===== config.mk =====
export PLATFORM = sky130hd
export DESIGN_NAME = down_counter_timer
export DESIGN_NICKNAME = d
export VERILOG_FILES = /design/src/rtl/down_counter_timer.sv
export SDC_FILE = /design/constraint.sdc
export NUM_CORES = 1
export LEC_CHECK = 0
export BUFFER_PORTS_ARGS = -buffer_cell sky130_fd_sc_hd__buf_2
export CAP_MARGIN = 5
export CORE_ASPECT_RATIO = 1.4
export CORE_UTILIZATION = 56
export DETAILED_ROUTE_END_ITERATION = 8
export PLACE_DENSITY = 0.76
export SETUP_SLACK_MARGIN = 0.4
export SYNTH_ARGS = -nofsm -noshare
export SYNTH_HDL_FRONTEND = slang
export SYNTH_SLANG_ARGS = --single-unit

===== constraint.sdc =====
create_clock -name clk -period 2.2 [get_ports clk]
set_input_delay 0.22 -clock clk [delete_from_list [all_inputs] [get_ports clk]]
set_output_delay 0.22 -clock clk [all_outputs]
set_load 0.01 [all_outputs]

===== src/rtl/down_counter_timer.sv =====
// down_counter_timer: loadable prescaled down counter with one-shot or periodic terminal count
module down_counter_timer #(
   parameter int WIDTH = 8,
   parameter int PRESCALE_W = 16
) (
   input  logic                  clk,
   input  logic                  rst,
   input  logic                  ld,
   input  logic [WIDTH-1:0]      v,
   input  logic                  mode,
   input  logic [PRESCALE_W-1:0] prescale,
   input  logic                  en,
   output logic [WIDTH-1:0]      count,
   output logic                  tc,
   output logic                  busy,
   output logic                  done
);
   typedef enum logic [1:0] {IDLE, RUN, DONE} state_t;
   state_t state, state_n;
   logic [WIDTH-1:0] count_n, reload, reload_n;
   logic [PRESCALE_W-1:0] pre, pre_n, pcnt, pcnt_n;
   logic per, per_n, tc_n;
   always_ff @(posedge clk) begin
      if (rst) begin
         state  <= IDLE;
         count  <= '0;
         reload <= '0;
         pre    <= '0;
         pcnt   <= '0;
         per    <= 1'b0;
         tc     <= 1'b0;
      end else begin
         state  <= state_n;
         count  <= count_n;
         reload <= reload_n;
         pre    <= pre_n;
         pcnt   <= pcnt_n;
         per    <= per_n;
         tc     <= tc_n;
      end
   end
   // A step only happens in RUN with en, once the prescaler reaches its compare value
   always_comb begin
      state_n  = state;
      count_n  = count;
      reload_n = reload;
      pre_n    = pre;
      pcnt_n   = pcnt;
      per_n    = per;
      tc_n     = 1'b0;
      if (ld) begin
         count_n  = v;
         reload_n = v;
         pre_n    = prescale;
         per_n    = mode;
         pcnt_n   = '0;
         state_n  = (v != '0) ? RUN : IDLE;
      end else if (state == RUN && en) begin
         pcnt_n = (pcnt == pre) ? '0 : pcnt + PRESCALE_W'(1);
         if (pcnt == pre) begin
            tc_n    = (count == WIDTH'(1));
            count_n = (count != WIDTH'(1)) ? count - WIDTH'(1) : per ? reload : '0;
            state_n = (count == WIDTH'(1) && !per) ? DONE : RUN;
         end
      end
   end
   assign busy = (state == RUN);
   assign done = (state == DONE);
endmodule

# [Word level (Yosys, flattened, before mapping)]
# Cells that the tools add are included.
[classes] n_addsub=2 eq_ne=5 n_mux=11 n_bitwise=2 reduce_logical=9
[op_table] op="$mux W8" count=5
[op_table] op="$add A16 B1 Y16 const B" count=1
[op_table] op="$eq A16 B16 Y1" count=1
[op_table] op="$mux W16" count=1
[op_table] op="$eq A8 B1 Y1 const B" count=1
[op_table] op="$mux W2" count=4
[op_table] op="$ne A8 B1 Y1 const B" count=1
[op_table] op="$reduce_bool A8 Y1" count=1
[op_table] op="$sub A8 B1 Y8 const B" count=1
[op_table] op="$reduce_bool A2 Y1" count=2
[op_table] op="$reduce_or A4 Y1" count=1
[op_table] op="$eq A2 B1 Y1 const B" count=1
[op_table] op="$eq A2 B2 Y1 const B" count=1
[op_table] op="$logic_and A1 B1 Y1" count=2
[op_table] op="$not A1 Y1" count=2
[op_table] op="$reduce_and A2 Y1" count=1
[op_table] op="$reduce_or A2 Y1" count=1
[op_table] op="$logic_not A1 Y1" count=1
[op_table] op="$mux W1" count=1
[word_totals] ff_bits=52 inputBits=29 output_inout_bits=11 wordCells=36

# [Logic depth before layout (Yosys ltp)]
# Gate-level depths: netlist of run 1.
[logic_depth] word_depth=6 ltp_mapped=8

# [Least setup slack after synthesis of run 1]
# Ideal clock, no wire load.
[synth_timing] path_kind="flip-flop to flip-flop" startpoint="reg pcnt[13]" endpoint="reg count[1]" arrival_ns=1.956 required_time_ns=2.130 path_slack_ns=0.174 path_stages_with_launch=6 synth_period_minus_slack_ns=2.026 path_cell_list="dfxtp_1 > xor2_1 > or4_1 > nor4b_4 > or4b_1 > a21oi_1"
[synth_via] elab_chain_cells=3
[synth_lines] item="start: declaration" line_no="21" source="logic [PRESCALE_W-1:0] pre, pre_n, pcnt, pcnt_n;"
[synth_lines] item="start signal: assignment" line_no="37" source="pcnt <= pcnt_n;"
[synth_lines] item="$eq A16 B16 Y1" line_no="60" source="if (pcnt == pre) begin"
[synth_lines] item="$reduce_bool A2 Y1 (no source line)"
[synth_lines] item="$reduce_and A2 Y1 (no source line)"
[synth_lines] item="end signal: assignment" line_no="34" source="count <= count_n;"
[synth_lines] item="end: declaration" line_no="13" source="output logic [WIDTH-1:0] count,"
# No other way between the ends.
# A chain may end at the register's enable or synchronous reset.

# [Worst setup path after layout of run 1]
[layout_timing] startpoint="reg pcnt[9]" endpoint="reg count[4]"
# Same word-level chain as after synthesis.

==> results of run 1 <==
==> metal layers <==
metal | up-vias | part of all wire (%) | wire length [um] | global-route usage (%)
met5 | - | 0 | 0 | 0
met4 | 0 | 3.0 | 198 | 12.9
met3 | 16 | 4.2 | 282 | 4.46
met2 | 73 | 54 | 3610 | 53.8
met1 | 1112 | 39 | 2600 | 31.5
li1 | 1139 | - | - | -
==> through the flow <==
step	cells	area, um2	setup WS [ps]	hold WS (ps)	power [mW]
after detailed placement	400	2900	58.2	461	1.32
final	416	3190	101	145	2.04
after CTS	411	3080	190	138	2.02
after global routing	416	3190	64.7	141	2.11
after global placement	400	2900	80.7	453	1.32
after floorplan	293	2540	243	367	1.22
==> cell families after synthesis <==
kind of cell	count (synthesis)	synth area share, %
adder cells (fa/ha/maj)	3	1.49
XOR/XNOR	33	11.5
multiplexers	22	8.75
AO/OA/AOI/OAI	38	9.65
AND/OR/NAND/NOR	126	24.0
buffers and inverters	19	3.23
flip-flops	52	41.4
==> worst min path at each step <==
stage,startpoint,end,slack (ps)
3_3_place_gp,mode,per$_SDFFE_PP0P_,450
5_1_grt,prescale[10],pre[10]$_SDFFE_PP0P_,140
2_1_floorplan,v[3],reload[3]$_SDFFE_PP0P_,370
3_5_place_dp,mode,per$_SDFFE_PP0P_,460
6_report,mode,per$_SDFFE_PP0P_,140
4_1_cts,prescale[8],pre[8]$_SDFFE_PP0P_,140
==> synthesized netlist by cell type, drive strengths merged, types with 3 or more instances <==
library cell   n  share of area [%]
a31oi          4               0.99
clkbuf        10                1.5
a21oi         15                3.0
nor2b          3               0.75
or4            3               0.90
nand2         26                3.9
o22ai          3               0.75
xor2          25                8.7
nand3          8                1.6
nor3           9                1.8
and3           4                1.0
xnor2          8                2.8
nor2          53                7.9
a311oi         4                1.4
nand4          4               0.99
inv            5               0.75
buf            4               0.99
nor4           5                1.2
o31ai          3               0.90
mux2i         22                8.8
dfxtp         52                 41
ha             3                1.5
==> repair_timing <==
action                     CTS  global route
gates resized for setup      7            11
pin swaps                    7             2
gates cloned                 1             1
setup buffers                2             4
setup endpoints to repair   27            27
hold buffers                 0             0
==> sequential cells by signal, indices dropped and copies added, names as in the netlist <==
signal	cells
pcnt	16
state	2
count	8
per	1
reload	8
pre	16
tc	1
==> power breakdown <==
| part | total (mW) | switching, mW | internal (mW) |
|---|---|---|---|
| Combinational | 0.336 | 0.186 | 0.150 |
| Clock | 0.690 | 0.318 | 0.372 |
| Sequential | 1.01 | 0.0307 | 0.980 |
==> layout make-up <==
type,instances,share of cell area [%]
well taps,60,2.36
clock buffers,6,2.59
inverters,5,0.589
repair buffers,67,12.7
multi-input cells,224,47.7
flip-flops and latches,52,32.8
clock inverters,2,1.22
==> critical path, cell delays in order (launching register included) <==
cell      delay (ps)
dfxtp_2          360
xor2_2           200
nor4_2           300
nand2_1          130
or4_4            470
a211o_1          300
a311oi_2         250
==> impl_metrics.ini, run 1 <==
[outcome]
run_status = completed

[die]
core-area_um2 = 4270
die_w_um = 58.7
num_rows = 28
dieArea_um2 = 4770
die_h_um = 81.3
io_pins = 40
initial_utilization_pct = 58.9

[worst_setup_path]
critPathLaunch = pcnt[9]$_SDFFE_PP0P_
reg2reg_depth = 6
critPathRequiredTime_ps = 2420
crit_path_end_kind = flip-flop
path_class = flip-flop to flip-flop
r2r-end = count[4]$_SDFFE_PP0P_
worstPathMaxFanout = 5
r2r_slack_ps = 100
arrival_ps = 2320
start_kind = flip-flop
r2r_start = pcnt[9]$_SDFFE_PP0P_
endpoint = count[4]$_SDFFE_PP0P_

[global_routing]
antenna_found_initial = 0
overflow = 0
grt_max_degree = 36
track_usage_pct = 28.8
first_global_vias = 2150
grt_first_pass_wirelength_mm = 10.2

[cts]
clkTransAtPathRegs_ps = 100
cts-root-buf = clkbuf_8
clk_latency_ps = 300
clock_sink_count = 52
cts-htree-levels = 2
cts_buffer_depth = 2
cts_tree = yes
numCtsBuffers = 5

[cells_and_area]
seqCellArea_um2 = 1050
fillers = 316
final_core_util_pct = 74.5
multi_input_area_um2 = 1520
final_cell_mix = nor2_1, dfxtp_1, buf_2
drive_gt1_share_pct = 27.2
nNetsFinal = 387
antenna_cells = 0
area_growth_pct = 26.6
mostFrequentLayoutCell = nor2_1

[route]
viasPerCell = 5.63
wl_per_cell_um = 16.1
drc = 0
ant_nets = 0
routed_wirelength_mm = 6.69
drt-initial-drc-count = 184
drt_pre_antenna_iters = 4
vias = 2340

[power_and_ir_drop]
p_leak_nw = 1.42
power_density_nw_per_um2 = 639
peakVddDrop_v = 0.000459

[synthesis]
synthFlopType = dfxtp_1
synth_area_per_cell_um2 = 8.59
yosys_register_bits = 52
synth_nets = 325
synth_edf_count = 0
synth_cell_type_count = 41
synth_cells = 293
ys_seq_area_share_pct = 41.4
ys.warnings.count = 0
async_reset_ff_share_pct = 0
syn_area_um2 = 2520

[run]
cap_violations = 0

[timing]
rsz0062_at_grt = yes
setup-tns-final_ps = 0
maxSlewHeadroom_pct = 22.3
setup_viol = 0
maxSlewViolCount = 0
finalClockSkew_ps = 6.63
hold_violations = 0
period_share_pct = 95.4
worst_pin_slew_ps = 1160
max_freq_ghz = 0.476
min_period_ps = 2100

[hold_path]
min_path_cells = 3
hold_path.class = input port to flip-flop

[placement]
hpwl_mm = 4.47
io_buffers = 39
place_congestion = 0.908
Power figures use the tool's default switching activity.
==> run 2: changes to the inputs <==
- ABC_AREA: unset -> 1
- CORE_ASPECT_RATIO: 1.4 -> unset
- CORE_UTILIZATION: 56 -> 57
==> impl_metrics.ini, run 2 <==
[cts]
cts_tree = yes
cts-htree-levels = 2
cts-root-buf = clkbuf_8
cts_setup_buffers = 0
numCtsBuffers = 5
clkTransAtPathRegs_ps = 90
cts_buffer_depth = 2
clk_latency_ps = 310
clock_sink_count = 52

[synthesis]
ys_seq_area_share_pct = 37.3
async_reset_ff_share_pct = 0
yosys_register_bits = 52
ys.warnings.count = 0
synthTopCellsByCount = nand2_1, nor2_1, dfxtp_1
synth_area_leader_cell = dfxtp_1
synthFlopType = dfxtp_1
synth_nets = 446
synth_cells = 414
synth_area_per_cell_um2 = 6.75
synth.most_common_cell = nand2_1
syn_area_um2 = 2790
synth_edf_count = 0
netlist.area_leader.share_pct = 37.3
synth_area_leaders = dfxtp_1, nand2_1, nor2_1
synth_cell_type_count = 39

[placement]
place_congestion = 0.955
hpwl_mm = 4.84
io_buffers = 39
post-place-ws_ps = 544

[worst_setup_path]
critPathRequiredTime_ps = 2440
crit_top_cell = nand2_1
cpPeakStageDelay_ps = 390
reg2reg_depth = 10
r2r-end = count[0]$_SDFFE_PP0P_
start_kind = flip-flop
crit_slowest_cell = dfxtp_1
r2r_slack_ps = 530
r2r_start = pcnt[0]$_SDFFE_PP0P_
worstPathMaxFanout = 13
crit_chain = inv_1, nand2_1, nand2_1, nor2_1, nand2_2, nor2_4, nand3_4, nand2_4, nand2_1, a21oi_1
path_class = flip-flop to flip-flop
arrival_ps = 1900
crit_path_end_kind = flip-flop

[run]
cap_violations = 0

[timing]
worst_pin_slew_ps = 530
max_freq_ghz = 0.600
min_period_ps = 1670
maxSlewViolCount = 0
hold_violations = 0
setup_ws_ps = 533
setup_viol = 0
rsz0062_at_grt = no
setup-tns-final_ps = 0
finalClockSkew_ps = 8.53
maxSlewHeadroom_pct = 64.6
period_share_pct = 75.8

[die]
core-area_um2 = 4720
num_rows = 25
die_h_um = 72.0
die_w_um = 72.0
initial_utilization_pct = 59.2
io_pins = 40
dieArea_um2 = 5190

[cells_and_area]
top_regs = pcnt (16), pre (16)
drive_gt1_share_pct = 17.6
antenna_cells = 0
mostFrequentLayoutCell = nand2_1
fillers = 433
final_cell_mix = nand2_1, nor2_1, dfxtp_1
seqCellArea_um2 = 1040
nNetsFinal = 480
final_core_util_pct = 65.7
multi_input_area_um2 = 1520
area_growth_pct = 11.1

[global_routing]
grt_first_pass_wirelength_mm = 10.9
overflow = 0
track_usage_pct = 26.9
grt_max_degree = 24
first_global_vias = 2331
antenna_found_initial = 0

[power_and_ir_drop]
p_leak_nw = 1.34
peakVddDrop_v = 0.000362
power_density_nw_per_um2 = 602

[route]
drc = 0
vias = 2690
ant_nets = 0
drt_pre_antenna_iters = 5
drt-initial-drc-count = 258
viasPerCell = 5.22
wl_per_cell_um = 12.7
routed_wirelength_mm = 6.56

[hold_path]
hold_path.class = input port to flip-flop
hold_end = pre[13]$_SDFFE_PP0P_
hp-start = prescale[13]
min_path_cells = 3

[outcome]
run_status = completed
run 2: cell count changes after synthesis, moves of 4 or more:
cell      previous run  this run
a21oi_1             15        32
a311oi_1             4         0
a31oi_1              4         0
inv_1                5        37
inv_2                0         9
mux2i_1             22         0
nand2_1             26       102
nand3_1              8        25
nor2_2               0         6
o21ai_0              2        27
xor2_1              25         8
run 2: kinds of logic after synthesis:
family | synth area share, %
AO/OA/AOI/OAI | 13.0
XOR/XNOR | 4.08
adder cells (fa/ha/maj) | 1.34
buffers and inverters | 8.91
flip-flops | 37.3
AND/OR/NAND/NOR | 35.4
run 2: area by class of cell:
class | instances | area share, %
well taps | 67 | 2.70
inverters | 46 | 5.56
flip-flops and latches | 52 | 33.6
multi-input cells | 302 | 48.9
repair buffers | 41 | 6.77
clock inverters | 1 | 0.161
clock buffers | 6 | 2.34
run 2: power breakdown:
group          total [mW]  switching, mW  leakage, nW  internal (mW)
registers            1.02         0.0352        0.427          0.985
clock network       0.524          0.307       0.0410          0.217
logic               0.324          0.204        0.874          0.120
run 2: how the worst max path moves through the flow:
stage | start | endpoint | slack [ps]
floorplan | count[1]$_SDFFE_PP0P_ | state[0]$_SDFFE_PP0P_ | 810
global placement | ld | state[0]$_SDFFE_PP0P_ | 550
detailed placement | ld | state[0]$_SDFFE_PP0P_ | 540
CTS | state[1]$_SDFFE_PP0P_ | count[0]$_SDFFE_PP0P_ | 480
global route | pcnt[3]$_SDFFE_PP0P_ | count[0]$_SDFFE_PP0P_ | 400
finish | pcnt[0]$_SDFFE_PP0P_ | count[0]$_SDFFE_PP0P_ | 530
run 2: repair_timing:
item                                    4_1_cts  5_1_grt
hold endpoints to repair                      0        0
gates resized for setup                       0        4
endpoints found under the setup margin        0        8
hold buffers                                  0        0
run 2: routing by layer:
layer,wire [um],global-route usage (%),vias up
met5,0,0,-
met4,65,6.54,0
met3,428,4.86,7
met2,2750,38.4,73
met1,3320,41.6,1220
li1,-,-,1390
run 2: through the flow:
stage / power [mW] / instance area [um2] / std cells / hold WS (ps)
finish: 1.87 / 3100 / 515 / 129
global route: 1.96 / 3100 / 515 / 148
CTS: 1.86 / 3090 / 515 / 133
detailed placement: 1.35 / 3010 / 508 / 449
global placement: 1.35 / 3010 / 508 / 440
floorplan: 1.26 / 2790 / 414 / 355
run 2: critical path, delay by kind of cell, from the launching register on:
kind | cells | cell delay [ps]
flops | 1 | 390
simple gates | 8 | 940
buf+inv | 1 | 100
compound gates | 1 | 160
